===== src/rtl/clock_pkg.sv =====
// clock_pkg: BCD field type, mode encoding, field limits and BCD helpers
package clock_pkg;
  typedef logic [7:0] bcd2_t;
  typedef enum logic [1:0] {RUN, SET_TIME, SET_ALARM} clk_mode_e;
  localparam bcd2_t SEC_MAX  = 8'h59;
  localparam bcd2_t MIN_MAX  = 8'h59;
  localparam bcd2_t HOUR_MAX = 8'h23;
  function automatic bcd2_t bcd_next(input bcd2_t v, input bcd2_t max);
    return (v == max) ? 8'h00 :
           (v[3:0] == 4'h9) ? {v[7:4] + 4'h1, 4'h0} : {v[7:4], v[3:0] + 4'h1};
  endfunction
  function automatic bcd2_t bcd_to_12h(input bcd2_t h);
    logic [4:0] b;
    b = 5'(h[7:4]) * 5'd10 + 5'(h[3:0]);
    b = (b == 5'd0) ? 5'd12 : (b > 5'd12) ? b - 5'd12 : b;
    return (b >= 5'd10) ? {4'h1, 4'(b - 5'd10)} : {4'h0, b[3:0]};
  endfunction
endpackage


===== src/rtl/bcd_mod_counter.sv =====
// bcd_mod_counter: two-digit BCD counter wrapping MAX->00; wrap flags an increment at MAX
module bcd_mod_counter
  import clock_pkg::*;
#(
  parameter bcd2_t MAX = SEC_MAX
) (
  input  logic  clk,
  input  logic  rst_n,
  input  bcd2_t init,
  input  logic  inc,
  input  logic  load_zero,
  output bcd2_t q,
  output logic  wrap
);
  assign wrap = inc && (q == MAX);
  always_ff @(posedge clk or negedge rst_n)
    if (!rst_n) q <= init;
    else if (load_zero) q <= 8'h00;
    else if (inc) q <= bcd_next(q, MAX);
endmodule


===== src/rtl/time_keeper_bcd.sv =====
// time_keeper_bcd: BCD HH:MM:SS time-of-day with time/alarm set modes, ringing alarm,
// 12/24-hour display and a day-wrap pulse
module time_keeper_bcd
  import clock_pkg::*;
#(
  parameter bcd2_t INIT_HH   = 8'h12,
  parameter bcd2_t INIT_MM   = 8'h00,
  parameter bcd2_t INIT_SS   = 8'h00,
  parameter int    ALARM_LEN = 30
) (
  input  logic       clk_1Hz,
  input  logic       i_rst_n,
  input  logic       i_set_mode,
  input  logic       i_alarm_sel,
  input  logic       i_inc_hh,
  input  logic       i_inc_mm,
  input  logic       i_inc_ss,
  input  logic       i_alarm_en,
  input  logic       i_fmt12,
  output logic [7:0] o_hh_bcd,
  output logic [7:0] o_mm_bcd,
  output logic [7:0] o_ss_bcd,
  output logic       o_pm,
  output logic       o_alarm,
  output logic       o_day_tick
);
  clk_mode_e r_state, w_nxt_state;
  logic w_adv, w_edit_t, w_edit_a, w_clr_ss, w_trig;
  logic w_ss_wrap, w_mm_wrap, w_hh_wrap;
  logic [1:0] w_unused_al_wrap;
  bcd2_t w_hh, w_mm, w_ss, w_al_hh, w_al_mm;
  logic [7:0] r_ring;
  logic r_alarm, r_day_tick;
  always_ff @(posedge clk_1Hz or negedge i_rst_n)
    if (!i_rst_n) r_state <= RUN;
    else r_state <= w_nxt_state;
  always_comb begin
    w_nxt_state = !i_set_mode ? RUN : i_alarm_sel ? SET_ALARM : SET_TIME;
    w_adv       = (r_state == RUN) && !i_set_mode;
    w_edit_t    = (r_state == SET_TIME) && i_set_mode;
    w_edit_a    = (r_state == SET_ALARM) && i_set_mode;
    w_clr_ss    = (r_state == SET_TIME) && !i_set_mode;
  end
  // carries only propagate while running; edits never carry into the next field
  bcd_mod_counter #(.MAX(SEC_MAX)) u_ss (
    .clk(clk_1Hz), .rst_n(i_rst_n), .init(INIT_SS),
    .inc(w_adv || (w_edit_t && i_inc_ss)), .load_zero(w_clr_ss),
    .q(w_ss), .wrap(w_ss_wrap)
  );
  bcd_mod_counter #(.MAX(MIN_MAX)) u_mm (
    .clk(clk_1Hz), .rst_n(i_rst_n), .init(INIT_MM),
    .inc(w_adv ? w_ss_wrap : (w_edit_t && i_inc_mm)), .load_zero(1'b0),
    .q(w_mm), .wrap(w_mm_wrap)
  );
  bcd_mod_counter #(.MAX(HOUR_MAX)) u_hh (
    .clk(clk_1Hz), .rst_n(i_rst_n), .init(INIT_HH),
    .inc(w_adv ? w_mm_wrap : (w_edit_t && i_inc_hh)), .load_zero(1'b0),
    .q(w_hh), .wrap(w_hh_wrap)
  );
  bcd_mod_counter #(.MAX(HOUR_MAX)) u_al_hh (
    .clk(clk_1Hz), .rst_n(i_rst_n), .init(8'h00),
    .inc(w_edit_a && i_inc_hh), .load_zero(1'b0),
    .q(w_al_hh), .wrap(w_unused_al_wrap[1])
  );
  bcd_mod_counter #(.MAX(MIN_MAX)) u_al_mm (
    .clk(clk_1Hz), .rst_n(i_rst_n), .init(8'h00),
    .inc(w_edit_a && i_inc_mm), .load_zero(1'b0),
    .q(w_al_mm), .wrap(w_unused_al_wrap[0])
  );
  // match against the time this advance lands on: only possible when ss rolls to 00
  assign w_trig = w_adv && i_alarm_en && (w_ss == SEC_MAX) &&
                  (bcd_next(w_mm, MIN_MAX) == w_al_mm) &&
                  (((w_mm == MIN_MAX) ? bcd_next(w_hh, HOUR_MAX) : w_hh) == w_al_hh);
  always_ff @(posedge clk_1Hz or negedge i_rst_n)
    if (!i_rst_n) begin
      r_alarm    <= 1'b0;
      r_ring     <= 8'd0;
      r_day_tick <= 1'b0;
    end else begin
      r_day_tick <= w_adv && w_hh_wrap;
      if (!i_alarm_en || i_set_mode) begin
        r_alarm <= 1'b0;
        r_ring  <= 8'd0;
      end else if (w_trig) begin
        r_alarm <= 1'b1;
        r_ring  <= 8'(ALARM_LEN - 1);
      end else if (r_ring != 8'd0) r_ring <= r_ring - 8'd1;
      else r_alarm <= 1'b0;
    end
  assign o_hh_bcd   = i_fmt12 ? bcd_to_12h(w_hh) : w_hh;
  assign o_mm_bcd   = w_mm;
  assign o_ss_bcd   = w_ss;
  assign o_pm       = i_fmt12 && (w_hh >= 8'h12);
  assign o_alarm    = r_alarm;
  assign o_day_tick = r_day_tick;
endmodule


===== config.mk =====
export PLATFORM = sky130hd
export DESIGN_NAME = time_keeper_bcd
export DESIGN_NICKNAME = d
export VERILOG_FILES = /design/src/rtl/clock_pkg.sv /design/src/rtl/bcd_mod_counter.sv /design/src/rtl/time_keeper_bcd.sv
export SDC_FILE = /design/constraint.sdc
export NUM_CORES = 1
export LEC_CHECK = 0
export CAP_MARGIN = 15
export CELL_PAD_IN_SITES_DETAIL_PLACEMENT = 1
export CELL_PAD_IN_SITES_GLOBAL_PLACEMENT = 2
export CORE_MARGIN = 10
export CORE_UTILIZATION = 25
export CTS_BUF_LIST = sky130_fd_sc_hd__clkbuf_2 sky130_fd_sc_hd__clkbuf_4 sky130_fd_sc_hd__clkbuf_8
export CTS_CLUSTER_DIAMETER = 60
export DETAILED_ROUTE_END_ITERATION = 8
export PLACE_DENSITY_LB_ADDON = 0.1
export REMOVE_ABC_BUFFERS = 1
export SYNTH_ARGS = -nofsm -noshare
export SYNTH_HDL_FRONTEND = slang
export SYNTH_SLANG_ARGS = --single-unit

===== constraint.sdc =====
create_clock -name clk_1Hz -period 9.7 [get_ports clk_1Hz]
set_input_delay 1.455 -clock clk_1Hz [delete_from_list [all_inputs] [get_ports clk_1Hz]]
set_output_delay 1.455 -clock clk_1Hz [all_outputs]
set_load 0.01 [all_outputs]

; ---- Word-level counts from Yosys, hierarchy flattened
; Cells that the tools add are included.
[op_classes]
n_addsub = 14
eq_ne = 15
n_reduce_logical = 33
multipliers = 1
magnitude_cmp = 3
muxes = 27
[ops]
columns = operator, n
row1 = two-way mux 8 bit, 17
row2 = adder 4 x 1 -> 4 bit (second input constant), 10
row3 = equality test 8 x 7 -> 1 bit (second input constant), 3
row4 = equality test 4 bit (second input constant), 5
row5 = logical AND 1 bit, 18
row6 = equality test 8 x 6 -> 1 bit (second input constant), 2
row7 = equality test 8 bit, 2
row8 = two-way mux 5 bit, 3
row9 = >= comparator 8 x 5 -> 1 bit (second input constant), 1
row10 = nonzero test 8 bit, 1
row11 = subtractor 8 x 1 -> 8 bit (second input constant), 1
row12 = AND reduction 2 bit, 3
row13 = nonzero test 2 bit, 3
row14 = nonzero test 3 bit, 2
row15 = adder 5 x 4 -> 5 bit, 1
row16 = >= comparator 5 x 4 -> 1 bit (second input constant), 1
row17 = greater-than comparator 5 x 4 -> 1 bit (second input constant), 1
row18 = logical NOT 5 bit, 1
row19 = two-way mux 1 bit, 5
row20 = subtractor 5 x 4 -> 5 bit (second input constant), 1
row21 = multiplier 4 x 3 -> 4 bit (second input constant), 1
row22 = two-way mux 2 bit, 2
row23 = subtractor 4 bit (second input constant), 1
row24 = inequality test 3 bit (second input constant), 1
row25 = 5 further kinds, 7
[word_totals]
regBits = 52
inputBits = 9
word_cells = 105

; ---- Depth between registers and ports, before layout
; Gate-level depths: netlist of the first run.
[depth]
word_depth = 10
depth_mapped = 13
depth_no_buf = 13

; ---- Worst setup path after synthesis of the first run
; OpenSTA, ideal clock, no wires.
[synth_timing]
path_type = reg2out
start = reg u_hh.q[4]
end = out o_hh_bcd[2]
arrival_ps = 3038
path_buffers = 0
setup_slack_ps = 5207
path_stages_with_launch = 14
cell_sequence = dfstp_2 > ha_1 > ha_1 > xor2_1 > inv_1 > ha_1 > nand3_1 > a21oi_1 > a21oi_1 > ha_1 > o21ai_1 > a21oi_1 > mux2_1 > mux2i_1
[synth_between]
elab_chain_len = 8
[synth_rtl]
columns = item, line_no
row1 = start: declaration, bcd_mod_counter.sv:12  ; output bcd2_t q,
row2 = start signal: assignment, bcd_mod_counter.sv:17  ; if (!rst_n) q <= init;
row3 = start signal: assignment, bcd_mod_counter.sv:19  ; else if (inc) q <= bcd_next(q, MAX);
row4 = multiplier 4 x 3 -> 4 bit (*), clock_pkg.sv:14  ; b = 5'(h[7:4]) * 5'd10 + 5'(h[3:0]);
row5 = adder 5 x 4 -> 5 bit (*), clock_pkg.sv:14
row6 = subtractor 5 x 4 -> 5 bit / greater-than comparator 5 x 4 -> 1 bit (equally long branches), clock_pkg.sv:15  ; b = (b == 5'd0) ? 5'd12 : (b > 5'd12) ? b - 5'd12 : b;
row7 = two-way mux 5 bit, clock_pkg.sv:15
row8 = two-way mux 5 bit (*), clock_pkg.sv:15
row9 = subtractor 4 bit / >= comparator 5 x 4 -> 1 bit (equally long branches), clock_pkg.sv:16  ; return (b >= 5'd10) ? {4'h1, 4'(b - 5'd10)} : {4'h0, b[3:0]};
row10 = two-way mux 5 bit (*), clock_pkg.sv:16
row11 = two-way mux 8 bit (*), time_keeper_bcd.sv:90  ; assign o_hh_bcd = i_fmt12 ? bcd_to_12h(w_hh) : w_hh;
row12 = end: declaration, time_keeper_bcd.sv:20  ; output logic [7:0] o_hh_bcd,
; Every way passes the cells marked *; elsewhere a longest branch is shown, timed or not.

; ---- Worst setup path in the final report of the first run
; Ends and elaborated chain as after synthesis.

==> results of run 1 <==
-- path summary, 6_finish.rpt --
check                      cells after the start             startpoint  slack [ns]                       end
max                                           14  u_hh.q[4]$_DFFE_PN1P_        4.09               o_hh_bcd[2]
min                                            2    o_alarm$_DFFE_PN0P_        0.48       o_alarm$_DFFE_PN0P_
max reg2reg                                    8  u_mm.q[0]$_DFFE_PN0P_        6.52     r_ring[7]$_DFFE_PN0P_
min reg2reg                                    2    o_alarm$_DFFE_PN0P_        0.48       o_alarm$_DFFE_PN0P_
max in group asynchronous                      2                i_rst_n        7.95  u_al_hh.q[3]$_DFFE_PN0P_
min in group asynchronous                      2                i_rst_n        1.26     r_ring[4]$_DFFE_PN0P_
-- kinds of logic after synthesis --
kind of cell	count (synthesis)	share of synthesized area
AND/OR/NAND/NOR	179	0.2422
adder cells (fa/ha/maj)	29	0.09421
buffers and inverters	46	0.04742
flip-flops	52	0.3316
multiplexers	15	0.04106
AO/OA/AOI/OAI	123	0.2043
XOR/XNOR	16	0.03915
-- state kept, by name, indices dropped and copies added, names as in the netlist --
name,flops
o_alarm,1
o_day_tick,1
r_ring,8
r_state,2
u_al_hh.q,8
u_al_mm.q,8
u_hh.q,8
u_mm.q,8
u_ss.q,8
-- worst min-delay path, delay by kind of cell, from the launching register on --
kind	cells	cell delay, ns
flip-flops	1	0.36
AND/OR/NAND/NOR	2	0.10
-- cell type report --
type	count	area share
well taps	211	0.05767
inverters	30	0.02460
multi-input cells	362	0.5332
clock inverters	2	0.003006
repair buffers	37	0.07871
flip-flops and latches	52	0.2848
clock buffers	6	0.01804
-- through the flow --
stage	std cells	setup WS, ns
floorplan	444	5.207
global placement	692	4.513
detailed placement	692	4.458
CTS	700	4.049
global route	700	3.689
finish	700	4.093
-- cell usage after synthesis, types with 3 or more instances --
| library cell | instances | area, um^2 |
|---|---|---|
| mux2_1 | 4 | 45.04 |
| nor3b_1 | 3 | 22.52 |
| nand4_1 | 7 | 43.79 |
| clkbuf_1 | 11 | 41.29 |
| nand2b_1 | 6 | 37.54 |
| dfrtp_1 | 50 | 1251 |
| o21ai_0 | 28 | 140.1 |
| xor2_1 | 5 | 43.79 |
| mux2i_1 | 6 | 60.06 |
| o31ai_1 | 10 | 75.07 |
| nor4_1 | 3 | 18.77 |
| a21o_1 | 12 | 90.09 |
| a21oi_1 | 28 | 140.1 |
| o22ai_1 | 4 | 25.02 |
| nor2_1 | 24 | 90.09 |
| and3_1 | 8 | 50.05 |
| and3b_1 | 3 | 26.28 |
| and2_1 | 6 | 37.54 |
| nand3_1 | 16 | 80.08 |
| mux2_2 | 5 | 56.30 |
| inv_1 | 29 | 108.9 |
| o21ai_1 | 9 | 45.04 |
| nand2_1 | 57 | 214.0 |
| nor3_1 | 17 | 85.08 |
| a211oi_1 | 3 | 22.52 |
| nand3b_1 | 6 | 45.04 |
| xnor2_1 | 10 | 87.58 |
| ha_1 | 28 | 350.3 |
| or3_1 | 4 | 25.02 |
| nor2b_1 | 11 | 68.82 |
-- metal layers --
metal / vias up / GRT usage
met4: 0 / 0.02427
li1: 1712 / -
met5: - / 0
met2: 17 / 0.1913
met3: 6 / 0.02453
met1: 1705 / 0.1509
-- report_power, final --
group | switching [W] | internal (W) | leakage [nW]
clock | 0.0000844 | 0.0000587 | 0.0516
sequential | 0.000103 | 0.000267 | 0.675
combinational | 0.000312 | 0.000285 | 1.22
==> summary.txt, run 1 <==
Finish
  – Ant diodes: 0
  – Multi-input gate area: 0.002441 mm^2
  – Commonest non-fill, non-tap cell in the layout: nand2_1
  – Ratio of cells with drive above 1 in the final layout: 0.05726
  – Fin util: 0.2989
  – Most frequent cells in the layout: 57 x nand2_1, 50 x dfrtp_1, 34 x clkdlybuf4s50_1, 29 x inv_1
  – FF/Latch Area: 0.001304 mm^2
  – Final nets: 526
  – Cell area after layout: 0.004578 mm^2
  – Number of fill cells: 1,829
  – Area Growth Syn to Fin: 16.45%

CTS
  – Post-CTS sizing: 0
  – TritonCTS Buffers: 5
  – TritonCTS clock tree: yes
  – CTS sink count: 52
  – Post-CTS Repair Setup Buffers: 0
  – Clk Latency, worst-skew pair: 0.33 ns
  – Clock transition at path regs: 0.11 ns
  – CTS root buf: clkbuf_8
  – CTS H-tree lvls: 2
  – Hold buffers post-CTS: 0
  – Clock Path Buffers: 2

Global route
  – Largest net degree at the start of global routing: 53
  – First-pass GRT wire length: 20.14 mm
  – Vias in the first global route: 3,585
  – Total GRT Usage: 0.1155
  – Initial antenna violation count: 0
  – GRT Residual Overflow: 0

Drt
  – Detail Route Antenna Nets: 0
  – Routed len/inst: 17.06 um
  – Met3 WL post-DR: 254 um
  – Vias/cell: 4.914
  – WL met2: 5.686 mm
  – DR vias: 3,440
  – 1st-iter DRT viols: 164
  – M1 WL: 5.897 mm
  – # DRC: 0
  – Drt first pass iters: 4
  – Overall routed net length: 11.94 mm
  – Highest Signal Layer: met4

Setup path
  – Critical-path top delay cell: dfstp_2
  – Worst path cell trace: ha_1, ha_1, xor2_1, inv_1, ha_1, nand3_1, a21oi_1, a21oi_1, ha_1, o21ai_1, a21oi_1, mux2_1, mux2i_1, clkdlybuf4s50_1
  – Top cell by count, worst path: ha_1
  – CP Launch Type: register
  – Crit end category: primary output
  – Worst path bufs/invs: 2
  – Arr. time, crit path: 4.15 ns
  – Critical Path Fanout Max: 10
  – WP data required: 8.25 ns
  – Setup CP Type: register to primary output
  – Max stage delay on crit path: 0.65 ns
  – CP top delay family: adder cells

Timing
  – Clock skew: 0.004562 ns
  – Period utilization: 0.5781
  – Worst hold slack: 0.4818 ns
  – Fin. Hold Viols: 0
  – Setup_tns: 0 ns
  – Worst-Margin Slew: 0.8768 ns
  – Peak Freq: 178.3 MHz
  – Worst slew margin: 0.4155
  – Final Setup Violations: 0
  – Final min period: 5.607 ns
  – Max Slew Vio Count: 0
  – RSZ-0062 raised after global routing: false

Floorplan
  – Rows: 45
  – I/O pin total: 36
  – Die X: 145.4 um
  – Initial Util: 0.2567
  – Core ar.: 0.01531 mm^2
  – Die height: 145.4 um
  – Die footprint: 0.02114 mm^2

Pwr
  – Peak VDD IR: 0.00007042 V
  – PwrDens: 242.4 mW/mm^2
  – PnR Total Power: 0.001110 W
  – Static leakage: 1.942 nW

Synth
  – Post-synth EDFFs: 0
  – Yosys warns: 0
  – Synth Area per Inst: 8.546 um^2
  – Post-synth ARST share: 1.000
  – Count of cell types in the netlist: 69
  – Post-synth top flop: dfrtp_1
  – Seq/Total Area, Yosys: 0.3316
  – Mapped cell area: 0.003931 mm^2
  – Syn Inst Count: 460
  – FF+latch count, synth: 52

Placement
  – Buffers on Ports: 35
  – Placer Congestion: 0.7824
  – DPL Wire Length: 9.179 mm
  – Cell area after placement: 0.004482 mm^2

Min path
  – Hold WC Path Type: register to register

Job
  – Max Cap Viol: 0

Run status
  – Status: finished, final reports clean
Power figures use the tool's default switching activity.
==> run 2: changes to the inputs <==
==> constraint.sdc (replaced) <==
create_clock -name clk_1Hz -period 5.5 [get_ports clk_1Hz]
set_input_delay 0.825 -clock clk_1Hz [delete_from_list [all_inputs] [get_ports clk_1Hz]]
set_output_delay 0.825 -clock clk_1Hz [all_outputs]
set_load 0.01 [all_outputs]
==> run 2 against run 1 <==
Against the previous run: final cell count is the same; power grew 75%; first-iteration DRC count shrank 23%; global-route usage is essentially flat; register-to-register slack lost 4.2 ns; largest cell class unchanged.
==> summary.txt, run 2 (synthesis results as in run 1) <==
Run status
  – Status: finished, final reports clean

Floorplan
  – Die footprint: 0.02114 mm^2 (unchanged)
  – Rows: 45 (unchanged)
  – I/O pin total: 36 (unchanged)
  – Core ar.: 0.01531 mm^2 (unchanged)
  – Die height: 145.4 um (unchanged)
  – Die X: 145.4 um (unchanged)
  – Initial Util: 0.2567 (unchanged)

Finish
  – Number of fill cells: 1,836 (+0.38%)
  – Fin util: 0.2984 (-0.0005720)
  – Most frequent cells in the layout: 57 x nand2_1, 50 x dfrtp_1, 34 x clkdlybuf4s50_1, 29 x inv_1
  – Ant diodes: 0 (unchanged)
  – Ratio of cells with drive above 1 in the final layout: 0.05726 (unchanged)
  – Multi-input gate area: 0.002441 mm^2 (unchanged)
  – FF/Latch Area: 0.001304 mm^2 (unchanged)
  – Area Growth Syn to Fin: 16.23%
  – Post-route insts no fill: 700 (unchanged)
  – Cell area after layout: 0.004569 mm^2 (-0.19%)
  – Final nets: 526 (unchanged)
  – Commonest non-fill, non-tap cell in the layout: nand2_1

CTS
  – TritonCTS Buffers: 5 (unchanged)
  – Clock transition at path regs: 0.11 ns (about the same)
  – Hold buffers post-CTS: 0 (unchanged)
  – CTS H-tree lvls: 2 (unchanged)
  – CTS root buf: clkbuf_8
  – Post-CTS sizing: 0 (unchanged)
  – Clk Latency, worst-skew pair: 0.33 ns (about the same)
  – TritonCTS clock tree: yes
  – Clock Path Buffers: 2 (unchanged)
  – Post-CTS Repair Setup Buffers: 0 (unchanged)
  – CTS sink count: 52 (unchanged)

Global route
  – Vias in the first global route: 3,621 (+1.0%)
  – Largest net degree at the start of global routing: 53 (unchanged)
  – Initial antenna violation count: 0 (unchanged)
  – GRT Residual Overflow: 0 (unchanged)
  – First-pass GRT wire length: 20.19 mm (+0.24%)
  – Total GRT Usage: 0.1154 (-0.0001525)

Setup path
  – Critical Path Fanout Max: 10 (unchanged)
  – R2R cell count: 9 (+1)
  – Reg2reg end: r_ring[7]$_DFFE_PN0P_
  – Setup CP Type: register to primary output
  – Crit end category: primary output
  – Reg-to-Reg Start: u_mm.q[1]$_DFFE_PN0P_
  – Crit path from: u_hh.q[4]$_DFFE_PN1P_
  – Arr. time, crit path: 4.18 ns (+0.03 ns)
  – CP Launch Type: register
  – WP data required: 4.68 ns (-3.57 ns)
  – Reg2Reg Setup Slack: 2.32 ns (-4.20 ns)
  – Crit path to: o_hh_bcd[2]

Pwr
  – Static leakage: 1.938 nW (-0.19%)
  – PwrDens: 425.2 mW/mm^2 (+75%)
  – Peak VDD IR: 0.0001303 V (+85%)

Timing
  – Final min period: 5.000 ns
  – Clock skew: 0.009757 ns (+0.005195 ns)
  – Worst-Margin Slew: 0.8590 ns (-0.01779 ns)
  – Setup_tns: 0 ns (unchanged)
  – Max Slew Vio Count: 0 (unchanged)
  – Fin. Hold Viols: 0 (unchanged)
  – Peak Freq: 200.0 MHz
  – RSZ-0062 raised after global routing: false
  – Worst slew margin: 0.4273 (+0.01186)
  – Period utilization: 0.9091
  – Final Setup Violations: 0 (unchanged)

Drt
  – DR vias: 3,427 (-0.38%)
  – Drt first pass iters: 4 (unchanged)
  – Overall routed net length: 11.95 mm (about the same)
  – Vias/cell: 4.896 (-0.38%)
  – 1st-iter DRT viols: 126 (-23%)
  – Detail Route Antenna Nets: 0 (unchanged)
  – Routed len/inst: 17.07 um (about the same)
  – # DRC: 0 (unchanged)

Placement
  – Buffers on Ports: 35 (unchanged)
  – DPL Wire Length: 9.210 mm (+0.33%)
  – Placer Congestion: 0.7824 (unchanged)
  – Inst Count DP: 692 (unchanged)
  – Cell area after placement: 0.004482 mm^2 (unchanged)

Min path
  – Hold WC Path Type: register to register

Job
  – Max Cap Viol: 0 (unchanged)
==> run 2: changes by cell type in the layout (fill, tap and decap cells not counted) <==
cell      change
clkinv_4      +1
clkbuf_8      -1
inv_6         -1
clkinv_2      +1
==> run 2: cell type report <==
| type | count | area share |
|---|---|---|
| clock buffers | 5 | 0.01506 |
| multi-input cells | 362 | 0.5342 |
| clock inverters | 3 | 0.004107 |
| flip-flops and latches | 52 | 0.2853 |
| repair buffers | 37 | 0.07886 |
| well taps | 211 | 0.05778 |
| inverters | 30 | 0.02464 |
==> run 2: power by group <==
part,internal (W),switching [W],leakage [nW]
sequential,0.000471,0.000180,0.675
combinational,0.000503,0.000549,1.22
clock,0.0000894,0.000150,0.0479
==> run 2: worst min path at each step <==
stage	to	cells after the start	from	slack [ns]
global route	o_alarm$_DFFE_PN0P_	2	o_alarm$_DFFE_PN0P_	0.54
detailed placement	o_alarm$_DFFE_PN0P_	2	o_alarm$_DFFE_PN0P_	0.47
floorplan	u_al_hh.q[7]$_DFFE_PN0P_	1	u_al_hh.q[7]$_DFFE_PN0P_	0.49
CTS	o_alarm$_DFFE_PN0P_	2	o_alarm$_DFFE_PN0P_	0.50
finish	o_alarm$_DFFE_PN0P_	2	o_alarm$_DFFE_PN0P_	0.49
global placement	o_alarm$_DFFE_PN0P_	2	o_alarm$_DFFE_PN0P_	0.46
==> run 2: critical path, stage by stage (launching register included) <==
cell and delay, ns:
dfstp_2 0.65, ha_1 0.26, ha_1 0.33, xor2_1 0.31, inv_1 0.11, ha_1 0.21, nand3_1 0.09, a21oi_1 0.07
a21oi_1 0.15, ha_1 0.21, o21ai_1 0.08, a21oi_1 0.31, mux2_1 0.36, mux2i_1 0.13, clkdlybuf4s50_1 0.56
==> run 2: metrics by stage <==
stage | total power, W | hold WS [ns] | worst slack, ns
after detailed placement | 0.001732 | 0.4715 | 0.8688
after global placement | 0.001708 | 0.4622 | 0.9434
after CTS | 0.001990 | 0.4950 | 0.4584
final | 0.001943 | 0.4871 | 0.4999
after global routing | 0.002146 | 0.5433 | 0.1087
after floorplan | 0.001336 | 0.4879 | 1.637
==> run 2: per-layer routing <==
layer | vias up | global-route usage | part of all wire
li1 | 1701 | - | -
met1 | 1696 | 0.1486 | 0.49
met2 | 23 | 0.1942 | 0.48
met3 | 7 | 0.02360 | 0.025
met4 | 0 | 0.02427 | 0.0085
met5 | - | 0 | 0
